**src/rtl/reg_writeback.sv**
```systemverilog
// Writeback stage: buffers execute results in order, waits for load data, drives the RF write port.
// Optional forwarding/interlock outputs are built when WB_FORWARD_EN is defined.
module reg_writeback #(
  parameter int unsigned REG_INDEX_BIT_WIDTH = 4,
  parameter int unsigned DBITS               = 32,
  parameter int unsigned FIFO_DEPTH          = 4
) (
  input  logic                           clk,
  input  logic                           reset,
  input  logic                           inValid,
  output logic                           inReady,
  input  logic [REG_INDEX_BIT_WIDTH-1:0] inRd,
  input  logic [DBITS-1:0]               inData,
  input  logic                           inIsLoad,
  input  logic [1:0]                     inSize,
  input  logic                           inSigned,
  input  logic                           memValid,
  input  logic [DBITS-1:0]               memData,
`ifdef WB_FORWARD_EN
  input  logic [REG_INDEX_BIT_WIDTH-1:0] fwdRs1,
  input  logic [REG_INDEX_BIT_WIDTH-1:0] fwdRs2,
  output logic                           fwdHit1,
  output logic                           fwdHit2,
  output logic [DBITS-1:0]               fwdData1,
  output logic [DBITS-1:0]               fwdData2,
  output logic                           stall,
`endif
  output logic                           wrtEn,
  output logic [REG_INDEX_BIT_WIDTH-1:0] wrtRd,
  output logic [DBITS-1:0]               wrtData,
  output logic                           errFlag
);

  localparam int unsigned PtrW = $clog2(FIFO_DEPTH);
  localparam int unsigned CntW = $clog2(FIFO_DEPTH + 1);

  typedef enum logic [1:0] {StEmpty, StReady, StWaitMem} state_e;

  logic [REG_INDEX_BIT_WIDTH-1:0] rd_mem     [FIFO_DEPTH];
  logic [DBITS-1:0]               data_mem   [FIFO_DEPTH];
  logic                           load_mem   [FIFO_DEPTH];
  logic [1:0]                     size_mem   [FIFO_DEPTH];
  logic                           signed_mem [FIFO_DEPTH];

  state_e                         state_q, state_d;
  logic [PtrW-1:0]                rd_ptr_q, rd_ptr_d, wr_ptr_q, wr_ptr_d;
  logic [CntW-1:0]                count_q, count_d, remain;
  logic                           err_q, err_d;
  logic                           wrt_en_q, wrt_en_d;
  logic [REG_INDEX_BIT_WIDTH-1:0] wrt_rd_q, wrt_rd_d;
  logic [DBITS-1:0]               wrt_data_q, wrt_data_d;

  logic                           push, pop, head_is_load, next_head_load;
  logic [REG_INDEX_BIT_WIDTH-1:0] head_rd;
  logic [DBITS-1:0]               head_data, load_data;
  logic [1:0]                     head_size;
  logic                           head_signed;

  // Ready depends only on registered count, so a same-cycle pop never opens the input.
  assign inReady      = !reset && (count_q < CntW'(FIFO_DEPTH));
  assign push         = inValid && inReady;
  assign head_is_load = (state_q == StWaitMem);
  assign pop          = (state_q != StEmpty) && (!head_is_load || memValid);

  assign head_rd     = rd_mem[rd_ptr_q];
  assign head_data   = data_mem[rd_ptr_q];
  assign head_size   = size_mem[rd_ptr_q];
  assign head_signed = signed_mem[rd_ptr_q];

  always_comb begin
    load_data = memData;
    case (head_size)
      2'b00:   load_data = {{(DBITS - 8){head_signed & memData[7]}}, memData[7:0]};
      2'b01:   load_data = {{(DBITS - 16){head_signed & memData[15]}}, memData[15:0]};
      default: load_data = memData;
    endcase
  end

  always_comb begin
    rd_ptr_d       = rd_ptr_q;
    wr_ptr_d       = wr_ptr_q;
    err_d          = err_q;
    wrt_en_d       = 1'b0;
    wrt_rd_d       = wrt_rd_q;
    wrt_data_d     = wrt_data_q;
    state_d        = state_q;
    next_head_load = 1'b0;

    if (push) wr_ptr_d = wr_ptr_q + PtrW'(1);
    if (pop) begin
      rd_ptr_d   = rd_ptr_q + PtrW'(1);
      wrt_en_d   = (head_rd != '0);
      wrt_rd_d   = head_rd;
      wrt_data_d = head_is_load ? load_data : head_data;
    end
    // A response is only legal when a load sits at the head.
    if (memValid && !head_is_load) err_d = 1'b1;

    count_d = count_q + CntW'(push) - CntW'(pop);
    remain  = count_q - CntW'(pop);
    if (remain == '0) next_head_load = inIsLoad;
    else              next_head_load = load_mem[rd_ptr_d];

    if (count_d == '0)       state_d = StEmpty;
    else if (next_head_load) state_d = StWaitMem;
    else                     state_d = StReady;
  end

  always_ff @(posedge clk) begin
    if (reset) begin
      state_q    <= StEmpty;
      rd_ptr_q   <= '0;
      wr_ptr_q   <= '0;
      count_q    <= '0;
      err_q      <= 1'b0;
      wrt_en_q   <= 1'b0;
      wrt_rd_q   <= '0;
      wrt_data_q <= '0;
    end else begin
      state_q    <= state_d;
      rd_ptr_q   <= rd_ptr_d;
      wr_ptr_q   <= wr_ptr_d;
      count_q    <= count_d;
      err_q      <= err_d;
      wrt_en_q   <= wrt_en_d;
      wrt_rd_q   <= wrt_rd_d;
      wrt_data_q <= wrt_data_d;
    end
  end

  always_ff @(posedge clk) begin
    if (push) begin
      rd_mem[wr_ptr_q]     <= inRd;
      data_mem[wr_ptr_q]   <= inData;
      load_mem[wr_ptr_q]   <= inIsLoad;
      size_mem[wr_ptr_q]   <= inSize;
      signed_mem[wr_ptr_q] <= inSigned;
    end
  end

  assign wrtEn   = wrt_en_q;
  assign wrtRd   = wrt_rd_q;
  assign wrtData = wrt_data_q;
  assign errFlag = err_q;

`ifdef WB_FORWARD_EN
  logic [PtrW-1:0] scan_idx;
  logic            stall_hit;

  assign fwdHit1  = wrt_en_q && (fwdRs1 == wrt_rd_q);
  assign fwdHit2  = wrt_en_q && (fwdRs2 == wrt_rd_q);
  assign fwdData1 = wrt_data_q;
  assign fwdData2 = wrt_data_q;

  always_comb begin
    stall_hit = 1'b0;
    scan_idx  = '0;
    for (int unsigned k = 0; k < FIFO_DEPTH; k++) begin
      scan_idx = rd_ptr_q + PtrW'(k);
      if (CntW'(k) < count_q) begin
        if ((fwdRs1 != '0) && (rd_mem[scan_idx] == fwdRs1)) stall_hit = 1'b1;
        if ((fwdRs2 != '0) && (rd_mem[scan_idx] == fwdRs2)) stall_hit = 1'b1;
      end
    end
  end

  assign stall = stall_hit;
`endif

endmodule
```
**config.mk**
```make
export PLATFORM = sky130hd
export DESIGN_NAME = reg_writeback
export DESIGN_NICKNAME = d
export VERILOG_FILES = /design/src/rtl/reg_writeback.sv
export SDC_FILE = /design/constraint.sdc
export NUM_CORES = 1
export LEC_CHECK = 0
export ABC_AREA = 1
export BUFFER_PORTS_ARGS = -buffer_cell sky130_fd_sc_hd__buf_2
export CAP_MARGIN = 0
export CORE_ASPECT_RATIO = 1.75
export CORE_MARGIN = 5
export CORE_UTILIZATION = 52
export DETAILED_ROUTE_END_ITERATION = 7
export PLACE_DENSITY_LB_ADDON = 0.15
export SKIP_LAST_GASP = 1
export SLEW_MARGIN = 5
export SYNTH_ARGS = -nofsm -noshare
export SYNTH_HDL_FRONTEND = slang
export SYNTH_SLANG_ARGS = --single-unit
```
**constraint.sdc**
```tcl
create_clock -name clk -period 3.05 [get_ports clk]
set_clock_uncertainty 0.05 [all_clocks]
set_input_delay 0.61 -clock clk [delete_from_list [all_inputs] [get_ports clk]]
set_output_delay 0.61 -clock clk [all_outputs]
set_load 0.01 [all_outputs]
```
==> results of run 1 <==
## cell families after synthesis
| kind of cell | after synthesis | share of synthesized area |
|---|---|---|
| simple gates | 462 | 0.237 |
| flops | 207 | 0.662 |
| buf+inv | 88 | 0.0468 |
| compound gates | 73 | 0.0442 |
| fa+ha+maj | 6 | 0.00951 |
| xor+xnor | 1 | 0.00101 |
## placed cells by master, fill, tap and decap left out, types with 2 or more instances in the layout
master                       synthesis  routed
sky130_fd_sc_hd__clkinvlp_4          0       4
sky130_fd_sc_hd__inv_2               3       3
sky130_fd_sc_hd__o22ai_1             8       8
sky130_fd_sc_hd__nand3_2            20      20
sky130_fd_sc_hd__o21ai_0            34      34
sky130_fd_sc_hd__nand2_1           295     295
sky130_fd_sc_hd__nor2_1             39      35
sky130_fd_sc_hd__dfxtp_2             0       2
sky130_fd_sc_hd__buf_12              0       4
sky130_fd_sc_hd__nand2_2             5       5
sky130_fd_sc_hd__edfxtp_1          160     160
sky130_fd_sc_hd__clkbuf_16           0      21
sky130_fd_sc_hd__dfxtp_1            47      45
sky130_fd_sc_hd__nand2_4             3       3
sky130_fd_sc_hd__a21oi_1            27      27
sky130_fd_sc_hd__ha_1                5       5
sky130_fd_sc_hd__clkbuf_1           11       2
sky130_fd_sc_hd__buf_2              23     114
sky130_fd_sc_hd__nor2_4              1       6
sky130_fd_sc_hd__inv_1              40      40
sky130_fd_sc_hd__buf_4               4      11
sky130_fd_sc_hd__clkinv_2            0       6
sky130_fd_sc_hd__nand3_1            93      93
sky130_fd_sc_hd__clkinv_1            0       2
sky130_fd_sc_hd__nand3_4             2       2
## sequential cells by signal (all words and copies together) (netlist names), 2 cells and up
name / flops
count_q: 3
data_mem: 128
load_mem: 4
rd_mem: 16
rd_ptr_q: 2
signed_mem: 4
size_mem: 8
state_q: 2
wr_ptr_q: 2
wrtData: 32
wrtRd: 4
## per-layer routing
metal,wire length (µm),share of wire,track usage,vias up
li1,-,-,-,3024
met1,7590,0.38,0.242,2842
met2,10300,0.52,0.361,168
met3,1180,0.060,0.0454,53
met4,586,0.030,0.0738,4
met5,15,0.00076,0,-
## metrics by stage
| step | cell area, µm² | utilization | TNS [ns] |
|---|---|---|---|
| floorplan | 8680 | - | -54.54 |
| global placement | 9500 | 0.577 | 0 |
| detailed placement | 9500 | 0.577 | 0 |
| CTS | 10100 | 0.616 | 0 |
| global route | 10100 | 0.616 | 0 |
| finish | 10100 | 0.616 | 0 |
## power breakdown
group | switching (mW) | total, mW | internal [mW]
clock | 1.00 | 2.35 | 1.34
sequential | 0.137 | 3.50 | 3.36
combinational | 1.77 | 2.60 | 0.837
total | 2.91 | 8.45 | 5.54
## worst reg2reg max path, cell delays in order (launching register included)
cell and delay, ns:
sky130_fd_sc_hd__dfxtp_2 0.41, sky130_fd_sc_hd__buf_4 0.40, sky130_fd_sc_hd__buf_4 0.49, sky130_fd_sc_hd__nand2_1 0.23, sky130_fd_sc_hd__nand2_1 0.19, sky130_fd_sc_hd__nand2_1 0.08
sky130_fd_sc_hd__nand3_1 0.09, sky130_fd_sc_hd__nand3_1 0.07, sky130_fd_sc_hd__nand2_1 0.07, sky130_fd_sc_hd__nor2_1 0.04
## final cells by class
| type | instances | area (µm²) |
|---|---|---|
| timing repair buffer | 129 | 733 |
| sequential | 207 | 5750 |
| fill | 1370 | 6320 |
| clock buffer | 23 | 533 |
| clock inverter | 13 | 97.6 |
| inverter | 44 | 168 |
| multi-input combinational | 542 | 2570 |
| tap | 224 | 280 |
| antenna | 1 | 2.50 |
## worst paths after layout
check                                 from                        to
setup / recovery    rd_ptr_q[0]$_SDFF_PP0_     state_q[1]$_SDFF_PP0_
setup reg to reg    rd_ptr_q[0]$_SDFF_PP0_     state_q[1]$_SDFF_PP0_
hold reg to reg   wrtData[22]$_SDFFE_PP0P_  wrtData[22]$_SDFFE_PP0P_
hold / removal                   inSize[0]  size_mem[3][0]$_DFFE_PP_
==> results.json, run 1 <==
{
  "run_status": "finished, final reports clean",
  "crit_arrival_ns": 2.54,
  "route.detailed.vias_per_inst": 5.15,
  "critPathTopFamily": "buffers and inverters",
  "worst_hold_slack_ns": 0.288,
  "maximum_number_of_pins_on_one_net_before_global_route_repair": 43,
  "design.final.nets": 1026,
  "area.growth.synth_to_final_pct": 16.6,
  "report.power.total_mw": 8.45,
  "post_synth_num_cell_types": 31,
  "worst_case_setup_margin_in_the_final_layout_ns": 0.824,
  "ff2ff_setup_slack_ns": 0.82,
  "irDropWorstVdd_mv": 0.511,
  "pre_cts_slack_ns": 0.620,
  "fp-row-count": 62,
  "vias_in_the_first_global_route": 6177,
  "finalWirelength_mm": 19.7,
  "postSynth.asyncResetShare": 0,
  "drc": 0,
  "worst-path-max-fanout": 41,
  "postCtsSetupBuffers": 0,
  "p_leak_nw": 4.24,
  "clk-insertion-delay-late_ns": 0.49,
  "routabilityCongestion": 0.801,
  "numClockSinks": 207,
  "die_height_um": 181,
  "delay_of_the_slowest_cell_on_the_worst_path_ns": 0.47,
  "max_slew.worst_pin.slew_ns": 0.643,
  "grt.overflow.total": 0,
  "clock_tree_from_tritoncts": "built",
  "critPathLaunchType": "flip-flop",
  "min_period_ns": 2.23,
  "drt_first_iter_violations": 287,
  "place_hpwl_mm": 12.5,
  "report.final.slew_viol_count": 0,
  "post-synth-top-area-cell": "sky130_fd_sc_hd__edfxtp_1",
  "clk_buf_depth": 3,
  "holdCritPathClass": "in2reg",
  "post-route-period-util": 0.730,
  "wire_per_inst_um": 16.7,
  "yosys_register_bits": 207,
  "fin_cells": 1183,
  "cts_htree_levels": 1,
  "timing.max_cap.violations": 0,
  "number_of_stages_on_the_worst_setup_path": 9,
  "r2r.worst_path.cells": 9,
  "coreArea_um2": 16400,
  "grt_pass1_wl_mm": 31.3,
  "num_io_pins": 115,
  "first_drt_pass_iteration_count": 4,
  "synth-edff-count": 160,
  "setup_repair_after_global_routing_missed_its_margin": "no",
  "final_antenna_net_count": 0,
  "crit_top_cell": "sky130_fd_sc_hd__nand2_1",
  "initial_util": 0.528,
  "ys_warn_count": 0,
  "final-setup-viol-count": 0,
  "synth_area_per_cell_um2": 10.4,
  "buffer_ports.inserted": 114,
  "synth.net_count": 919,
  "ys_top_cells_by_count": "sky130_fd_sc_hd__nand2_1, sky130_fd_sc_hd__edfxtp_1, sky130_fd_sc_hd__nand3_1",
  "synthDominantCellAreaShare": 0.553,
  "crit_buf_inv": 2,
  "global_route.usage.total": 0.205,
  "sequential_element_share_of_the_synthesized_area": 0.662,
  "grt_antenna_before_repair": 3,
  "min_path_cells": 1,
  "critPathRequiredTime_ns": 3.36,
  "post_route_cells_drive_above_1_share": 0.214,
  "place_inst": 1146,
  "cts_resized": 0,
  "max-slew-margin-rel": 0.571,
  "slowest_stage": "sky130_fd_sc_hd__buf_4",
  "dominantRegCellSynth": "sky130_fd_sc_hd__edfxtp_1",
  "worstSetupEndpointType": "flip-flop",
  "die-area_um2": 19500,
  "detailroute.via_count": 6091,
  "clk_pin_slew_worst_paths_ns": 0.07,
  "main_area_contributors_after_synthesis": "sky130_fd_sc_hd__edfxtp_1, sky130_fd_sc_hd__nand2_1, sky130_fd_sc_hd__dfxtp_1",
  "critPathKind": "reg2reg",
  "worstPathCellList": "buf_4, buf_4, nand2_1, nand2_1, nand2_1, nand3_1, nand3_1, nand2_1, nor2_1",
  "clk_root_buffer_cell": "sky130_fd_sc_hd__clkbuf_16",
  "cts_hold_buf": 0,
  "hold_viol": 0,
  "power_per_cell_area_nw_per_um2": 834,
  "fmax_ghz": 0.449,
  "floorplan.die.width_um": 108,
  "post-synth-top-count-cell": "sky130_fd_sc_hd__nand2_1",
  "post_syn_instances": 837,
  "number_of_buffers_inserted_during_clock_tree_synthesis": 20,
  "post_synthesis_instance_area_um2": 8680
}
Power figures use the tool's default switching activity.
==> run 2, diff against run 1 <==
--- a/config.mk
+++ b/config.mk
@@ -5,7 +5,7 @@
 export SDC_FILE = /design/constraint.sdc
 export NUM_CORES = 1
 export LEC_CHECK = 0
-export ABC_AREA = 1
+export ABC_AREA = 0
 export BUFFER_PORTS_ARGS = -buffer_cell sky130_fd_sc_hd__buf_2
 export CAP_MARGIN = 0
 export CORE_ASPECT_RATIO = 1.75
==> constraint.sdc (replaced) <==
create_clock -name clk -period 2.2 [get_ports clk]
set_clock_uncertainty 0.05 [all_clocks]
set_input_delay 0.44 -clock clk [delete_from_list [all_inputs] [get_ports clk]]
set_output_delay 0.44 -clock clk [all_outputs]
set_load 0.01 [all_outputs]
==> run 2 against run 1 <==
  * Die area fell by 8.0%
  * Register-to-register slack got worse by 0.72 ns
  * Global-route usage fell by 1.8 points
  * Synthesized cell count fell by 40%
  * Count of clock-buffer cells in the layout rose by 4
  * Worst setup slack got worse by 0.72 ns
  * Sequential share of layout area rose by 4.2 points
  * Cell count fell by 30%
  * Critical path type unchanged
  * Critical endpoint unchanged
  * Largest cell class unchanged
  * Largest power group unchanged
==> results.json, run 2 <==
{
  "run_status": "finished, final reports clean",
  "vias_in_the_first_global_route": 4952,
  "report.power.total_mw": 10.6,
  "coreArea_um2": 14900,
  "design.final.nets": 712,
  "initial_util": 0.532,
  "ys_warn_count": 0,
  "muxShareOfSynthArea": 0.115,
  "post-synth-top-area-cell": "sky130_fd_sc_hd__edfxtp_1",
  "floorplan.die.width_um": 103,
  "sequential_element_share_of_the_synthesized_area": 0.725,
  "clk_pin_slew_worst_paths_ns": 0.07,
  "route.detailed.vias_per_inst": 5.59,
  "post-synth-top-count-cell": "sky130_fd_sc_hd__edfxtp_1",
  "place_hpwl_mm": 10.6,
  "area.growth.synth_to_final_pct": 18.9,
  "area.sequential_um2": 5750,
  "post_synth_num_cell_types": 35,
  "grt.overflow.total": 0,
  "placed_cell_area_um2": 8840,
  "seq_power_share": 0.459,
  "p_leak_nw": 3.38,
  "delay_of_the_slowest_cell_on_the_worst_path_ns": 0.35,
  "power.net_switching_mw": 3.07,
  "grt_antenna_before_repair": 1,
  "die_height_um": 173,
  "worstPathCellList": "nor2_4, and2_1, xnor2_2, ha_2, inv_1, fa_2, xor2_2, xnor2_1, a31oi_1, nor2b_1",
  "clock_tree_from_tritoncts": "built",
  "synth_fa_ha_area_frac": 0.0104,
  "drc": 0,
  "fillers": 1148,
  "slowest_stage": "sky130_fd_sc_hd__dfxtp_2",
  "dominantRegCellSynth": "sky130_fd_sc_hd__edfxtp_1",
  "post_syn_instances": 502,
  "irDropWorstVdd_mv": 0.737,
  "ys_top_cells_by_count": "sky130_fd_sc_hd__edfxtp_1, sky130_fd_sc_hd__nand2_1, sky130_fd_sc_hd__dfxtp_1",
  "power_per_cell_area_nw_per_um2": 1130,
  "antennaDiodeCount": 0,
  "comb_power_share": 0.262,
  "post_synthesis_instance_area_um2": 7930,
  "synth_top_family_by_area": "multiplexers",
  "routabilityCongestion": 0.797,
  "numClockSinks": 207,
  "hold_viol": 0,
  "num_io_pins": 115,
  "synth-edff-count": 160,
  "drt_first_iter_violations": 205,
  "post-route-cell-area_um2": 9430,
  "cts_hold_buf": 0,
  "largest_reg_flops": 128,
  "worstSetupEndpointType": "flip-flop",
  "timing.max_cap.violations": 0,
  "max_slew.worst_pin.slew_ns": 0.603,
  "synth_simple_gate_area_frac": 0.0615,
  "final_antenna_net_count": 0,
  "wire_per_inst_um": 19.9,
  "grt_pass1_wl_mm": 25.6,
  "switching_share": 0.290,
  "number_of_buffers_inserted_during_clock_tree_synthesis": 19,
  "main_area_contributors_after_synthesis": "sky130_fd_sc_hd__edfxtp_1, sky130_fd_sc_hd__dfxtp_1, sky130_fd_sc_hd__mux4_2",
  "die-area_um2": 17900,
  "synthDominantCellAreaShare": 0.606,
  "detailroute.via_count": 4620,
  "postSynth.asyncResetShare": 0,
  "maximum_number_of_pins_on_one_net_before_global_route_repair": 41,
  "worst_hold_slack_ns": 0.120,
  "buffer_ports.inserted": 114,
  "clock_power_share": 0.279,
  "final-setup-viol-count": 0,
  "max-slew-margin-rel": 0.597,
  "finalWirelength_mm": 16.4,
  "layout_common_cells": "sky130_fd_sc_hd__edfxtp_1, sky130_fd_sc_hd__buf_2, sky130_fd_sc_hd__nand2_1, sky130_fd_sc_hd__dfxtp_1, sky130_fd_sc_hd__mux4_2",
  "max_flop_register": "data_mem",
  "global_route.usage.total": 0.187,
  "first_drt_pass_iteration_count": 4,
  "clk-insertion-delay-late_ns": 0.48,
  "final_common_cell": "sky130_fd_sc_hd__edfxtp_1",
  "fin_cells": 826,
  "fmax_ghz": 0.478,
  "synth_area_per_cell_um2": 15.8,
  "report.final.slew_viol_count": 0,
  "post-route-period-util": 0.951,
  "yosys_register_bits": 207,
  "clk_root_buffer_cell": "sky130_fd_sc_hd__clkbuf_16",
  "clk_buf_depth": 3,
  "multi_input_area_um2": 2080,
  "min_period_ns": 2.09,
  "place_inst": 791,
  "worst-path-max-fanout": 3,
  "fp-row-count": 59,
  "critPathRequiredTime_ns": 2.52,
  "critPathKind": "reg2reg",
  "compound_gate_fraction_of_synth_area": 0.0611,
  "critPathLaunchType": "flip-flop",
  "synth_xor_xnor_area_share": 0.00773,
  "synth.net_count": 584,
  "holdCritPathClass": "in2reg",
  "fin_setup_tns_ns": 0,
  "intPower_mw": 7.54,
  "crit_arrival_ns": 2.41,
  "cts_htree_levels": 1,
  "post_route_cells_drive_above_1_share": 0.330
}
## run 2: kinds of logic (layout without fill, tap and decap cells)
group / count (synthesis) / count (layout)
DFF: 207 / 207
and+or+nand+nor: 112 / 112
AOI/OAI and AO/OA: 84 / 84
muxes: 51 / 51
buffers and inverters: 35 / 176
xor gates and xnor gates: 7 / 7
adders and majority gates: 6 / 6
## run 2: metal layers
layer  wire length [µm]  global-route usage  vias up
li1                   -                   -     2155
met1               6170               0.224     2302
met2               8960               0.337      136
met3               1000              0.0330       25
met4                313              0.0502        2
met5                  7                   0        -
## run 2: repair_timing
item | 4_1_cts | 5_1_grt
setup buffers | 0 | 1
resized for setup | 0 | 7
setup endpoints to repair | 0 | 19
## run 2: final cells by class
class / count / share of cell area
Clock buffer: 27 / 0.0547
Clock inverter: 7 / 0.00372
Inverter: 5 / 0.00199
Multi-Input combinational cell: 260 / 0.221
Sequential cell: 207 / 0.610
Tap cell: 183 / 0.0243
Timing Repair Buffer: 137 / 0.0845
## run 2: worst paths after layout
check / startpoint / endpoint / slack, ns / cells past startpoint
max: count_q[2]$_SDFF_PP0_ / state_q[1]$_SDFF_PP0_ / 0.11 / 10
min: inRd[2] / rd_mem[2][2]$_DFFE_PP_ / 0.12 / 1
max reg2reg: count_q[2]$_SDFF_PP0_ / state_q[1]$_SDFF_PP0_ / 0.11 / 10
min reg2reg: wrtData[10]$_SDFFE_PP0P_ / wrtData[10]$_SDFFE_PP0P_ / 0.40 / 2
## run 2: critical path: cells and delay by family (launching register included)
family,cells,cell delay (ns)
fa+ha+maj,2,0.53
simple gates,3,0.41
buf+inv,1,0.04
compound gates,1,0.11
flops,1,0.35
xor+xnor,3,0.50
## run 2: power by group through the flow
stage / Combinational, mW / Sequential, mW / Clock [mW]
floorplan: 1.79 / 4.98 / 0
global placement: 2.71 / 4.93 / 0
detailed placement: 2.75 / 4.95 / 0
CTS: 2.76 / 4.87 / 3.01
global route: 3.06 / 4.91 / 3.18
finish: 2.78 / 4.87 / 2.96
## run 2: metrics by stage
stage	utilization	worst slack (ns)
2_1_floorplan	-	-0.194
3_3_place_gp	0.593	-0.0391
3_5_place_dp	0.593	-0.150
4_1_cts	0.629	0.0142
5_1_grt	0.632	-0.00713
6_report	0.632	0.108
==> run 3, diff against run 2 <==
--- a/config.mk
+++ b/config.mk
@@ -8,7 +8,7 @@
 export ABC_AREA = 0
 export BUFFER_PORTS_ARGS = -buffer_cell sky130_fd_sc_hd__buf_2
 export CAP_MARGIN = 0
-export CORE_ASPECT_RATIO = 1.75
+export CORE_ASPECT_RATIO = 0.8
 export CORE_MARGIN = 5
 export CORE_UTILIZATION = 52
 export DETAILED_ROUTE_END_ITERATION = 7
==> run 3 against run 2 <==
  * Routed wire length is 0.23% lower
  * Count of clock-buffer cells in the layout is 1 higher
  * Largest power group unchanged
  * Worst setup slack better by 0.026 ns
  * Register-to-register slack better by 0.03 ns
  * Total power is 9.4% higher
  * Sequential power hardly changed
  * Critical path type unchanged
  * Cell count is 0.97% higher
  * Via count is 0.80% higher
  * Utilization is 0.99 points higher
  * Largest cell class unchanged
  * First-iteration DRC count is 48% higher
==> results.json, run 3 (synthesized netlist as in run 2, its figures left out) <==
{
  "run_status": "finished, final reports clean",
  "power_per_cell_area_nw_per_um2": 1200,
  "maximum_number_of_pins_on_one_net_before_global_route_repair": 41,
  "clk_pin_slew_worst_paths_ns": 0.07,
  "clock_tree_from_tritoncts": "built",
  "num_io_pins": 115,
  "grt_pass1_wl_mm": 25.8,
  "drt_first_iter_violations": 303,
  "critPathRequiredTime_ns": 2.54,
  "max_slew.worst_pin.slew_ns": 0.574,
  "final_common_cell": "sky130_fd_sc_hd__edfxtp_1",
  "cts_resized": 0,
  "min_period_ns": 2.07,
  "irDropWorstVdd_mv": 0.627,
  "place_hpwl_mm": 10.3,
  "finalWirelength_mm": 16.4,
  "number_of_buffers_inserted_during_clock_tree_synthesis": 21,
  "vias_in_the_first_global_route": 4784,
  "grt_antenna_before_repair": 1,
  "design.final.nets": 711,
  "holdCritPathClass": "in2reg",
  "area.growth.synth_to_final_pct": 21.6,
  "global_route.usage.total": 0.186,
  "floorplan.die.width_um": 148,
  "report.power.total_mw": 11.6,
  "clk_buf_depth": 3,
  "clk_root_buffer_cell": "sky130_fd_sc_hd__clkbuf_16",
  "critPathLaunchType": "flip-flop",
  "delay_of_the_slowest_cell_on_the_worst_path_ns": 0.38,
  "post-route-period-util": 0.939,
  "setup_repair_after_global_routing_missed_its_margin": "no",
  "final_antenna_net_count": 0,
  "report.final.slew_viol_count": 0,
  "crit_buf_inv": 1,
  "fp-row-count": 40,
  "clk-insertion-delay-late_ns": 0.49,
  "numClockSinks": 207,
  "hold_viol": 0,
  "worstPathCellList": "nor2_4, and2_1, xnor2_1, ha_2, inv_1, fa_2, xor2_1, xnor2_1, a31oi_1, and2_1",
  "worst-path-max-fanout": 3,
  "crit_arrival_ns": 2.40,
  "detailroute.via_count": 4657,
  "drc": 0,
  "final-setup-viol-count": 0,
  "cts_hold_buf": 0,
  "wire_per_inst_um": 19.7,
  "grt.overflow.total": 0,
  "max_flop_register": "data_mem",
  "fmax_ghz": 0.484,
  "layout_common_cells": "sky130_fd_sc_hd__edfxtp_1, sky130_fd_sc_hd__buf_2, sky130_fd_sc_hd__nand2_1, sky130_fd_sc_hd__dfxtp_1, sky130_fd_sc_hd__mux4_2",
  "initial_util": 0.528,
  "worstSetupEndpointType": "flip-flop",
  "post_route_cells_drive_above_1_share": 0.337,
  "critPathKind": "reg2reg",
  "route.detailed.vias_per_inst": 5.58,
  "p_leak_nw": 3.48,
  "coreArea_um2": 15000,
  "cts_htree_levels": 1,
  "routabilityCongestion": 0.791,
  "largest_reg_flops": 128,
  "buffer_ports.inserted": 114,
  "timing.max_cap.violations": 0,
  "die-area_um2": 17800,
  "critPathTopFamily": "XOR/XNOR gates",
  "postCtsSetupBuffers": 0,
  "die_height_um": 120,
  "first_drt_pass_iteration_count": 5,
  "slowest_stage": "sky130_fd_sc_hd__dfxtp_2",
  "fin_setup_tns_ns": 0,
  "max-slew-margin-rel": 0.617
}
[run 3: where the power goes]
group | internal, mW | total (mW) | switching (mW)
Sequential | 4.64 | 4.85 | 0.213
Combinational | 1.21 | 2.73 | 1.52
Clock | 2.60 | 4.03 | 1.43
Total | 8.45 | 11.6 | 3.16
[run 3: metal layers]
layer | GRT usage | part of all wire | up-vias
li1 | - | - | 2157
met1 | 0.265 | 0.44 | 2339
met2 | 0.298 | 0.48 | 132
met3 | 0.0405 | 0.061 | 27
met4 | 0.0427 | 0.019 | 2
met5 | 0 | 0.00079 | -
[run 3: per-stage QoR]
stage / setup WS [ns] / hold WS (ns) / instance area, µm² / utilization / instances
after global placement: -0.0369 / 0.379 / 8830 / 0.588 / 795
after CTS: 0.0630 / 0.0931 / 9620 / 0.641 / 833
after floorplan: -0.194 / 0.421 / 7960 / - / 502
after global routing: 0.0232 / 0.0954 / 9640 / 0.642 / 833
final: 0.135 / 0.109 / 9640 / 0.642 / 834
after detailed placement: -0.0765 / 0.393 / 8830 / 0.588 / 795
[run 3: final cells by class]
class | count | area, µm²
fill | 1105 | 5370
clock inverter | 10 | 204
multi-input combinational | 260 | 2070
clock buffer | 28 | 592
sequential | 207 | 5750
tap | 189 | 236
antenna | 1 | 2.50
timing repair buffer | 134 | 771
inverter | 5 | 18.8
[run 3: worst reg2reg max path: stages, from the launching register on]
cell                      delay [ns]
sky130_fd_sc_hd__dfxtp_2        0.38
sky130_fd_sc_hd__nor2_4         0.04
sky130_fd_sc_hd__and2_1         0.15
sky130_fd_sc_hd__xnor2_1        0.16
sky130_fd_sc_hd__ha_2           0.19
sky130_fd_sc_hd__inv_1          0.05
sky130_fd_sc_hd__fa_2           0.33
sky130_fd_sc_hd__xor2_1         0.16
sky130_fd_sc_hd__xnor2_1        0.20
sky130_fd_sc_hd__a31oi_1        0.11
sky130_fd_sc_hd__and2_1         0.15
[run 3: path summary, 6_finish.rpt]
check	from	to	slack (ns)	cells after the start
worst min register to register	wrtData[25]$_SDFFE_PP0P_	wrtData[25]$_SDFFE_PP0P_	0.40	2
worst min-delay path	inData[15]	data_mem[0][15]$_DFFE_PP_	0.11	1
worst max register to register	count_q[2]$_SDFF_PP0_	state_q[0]$_SDFF_PP0_	0.13	10
worst max-delay path	count_q[2]$_SDFF_PP0_	state_q[0]$_SDFF_PP0_	0.13	10
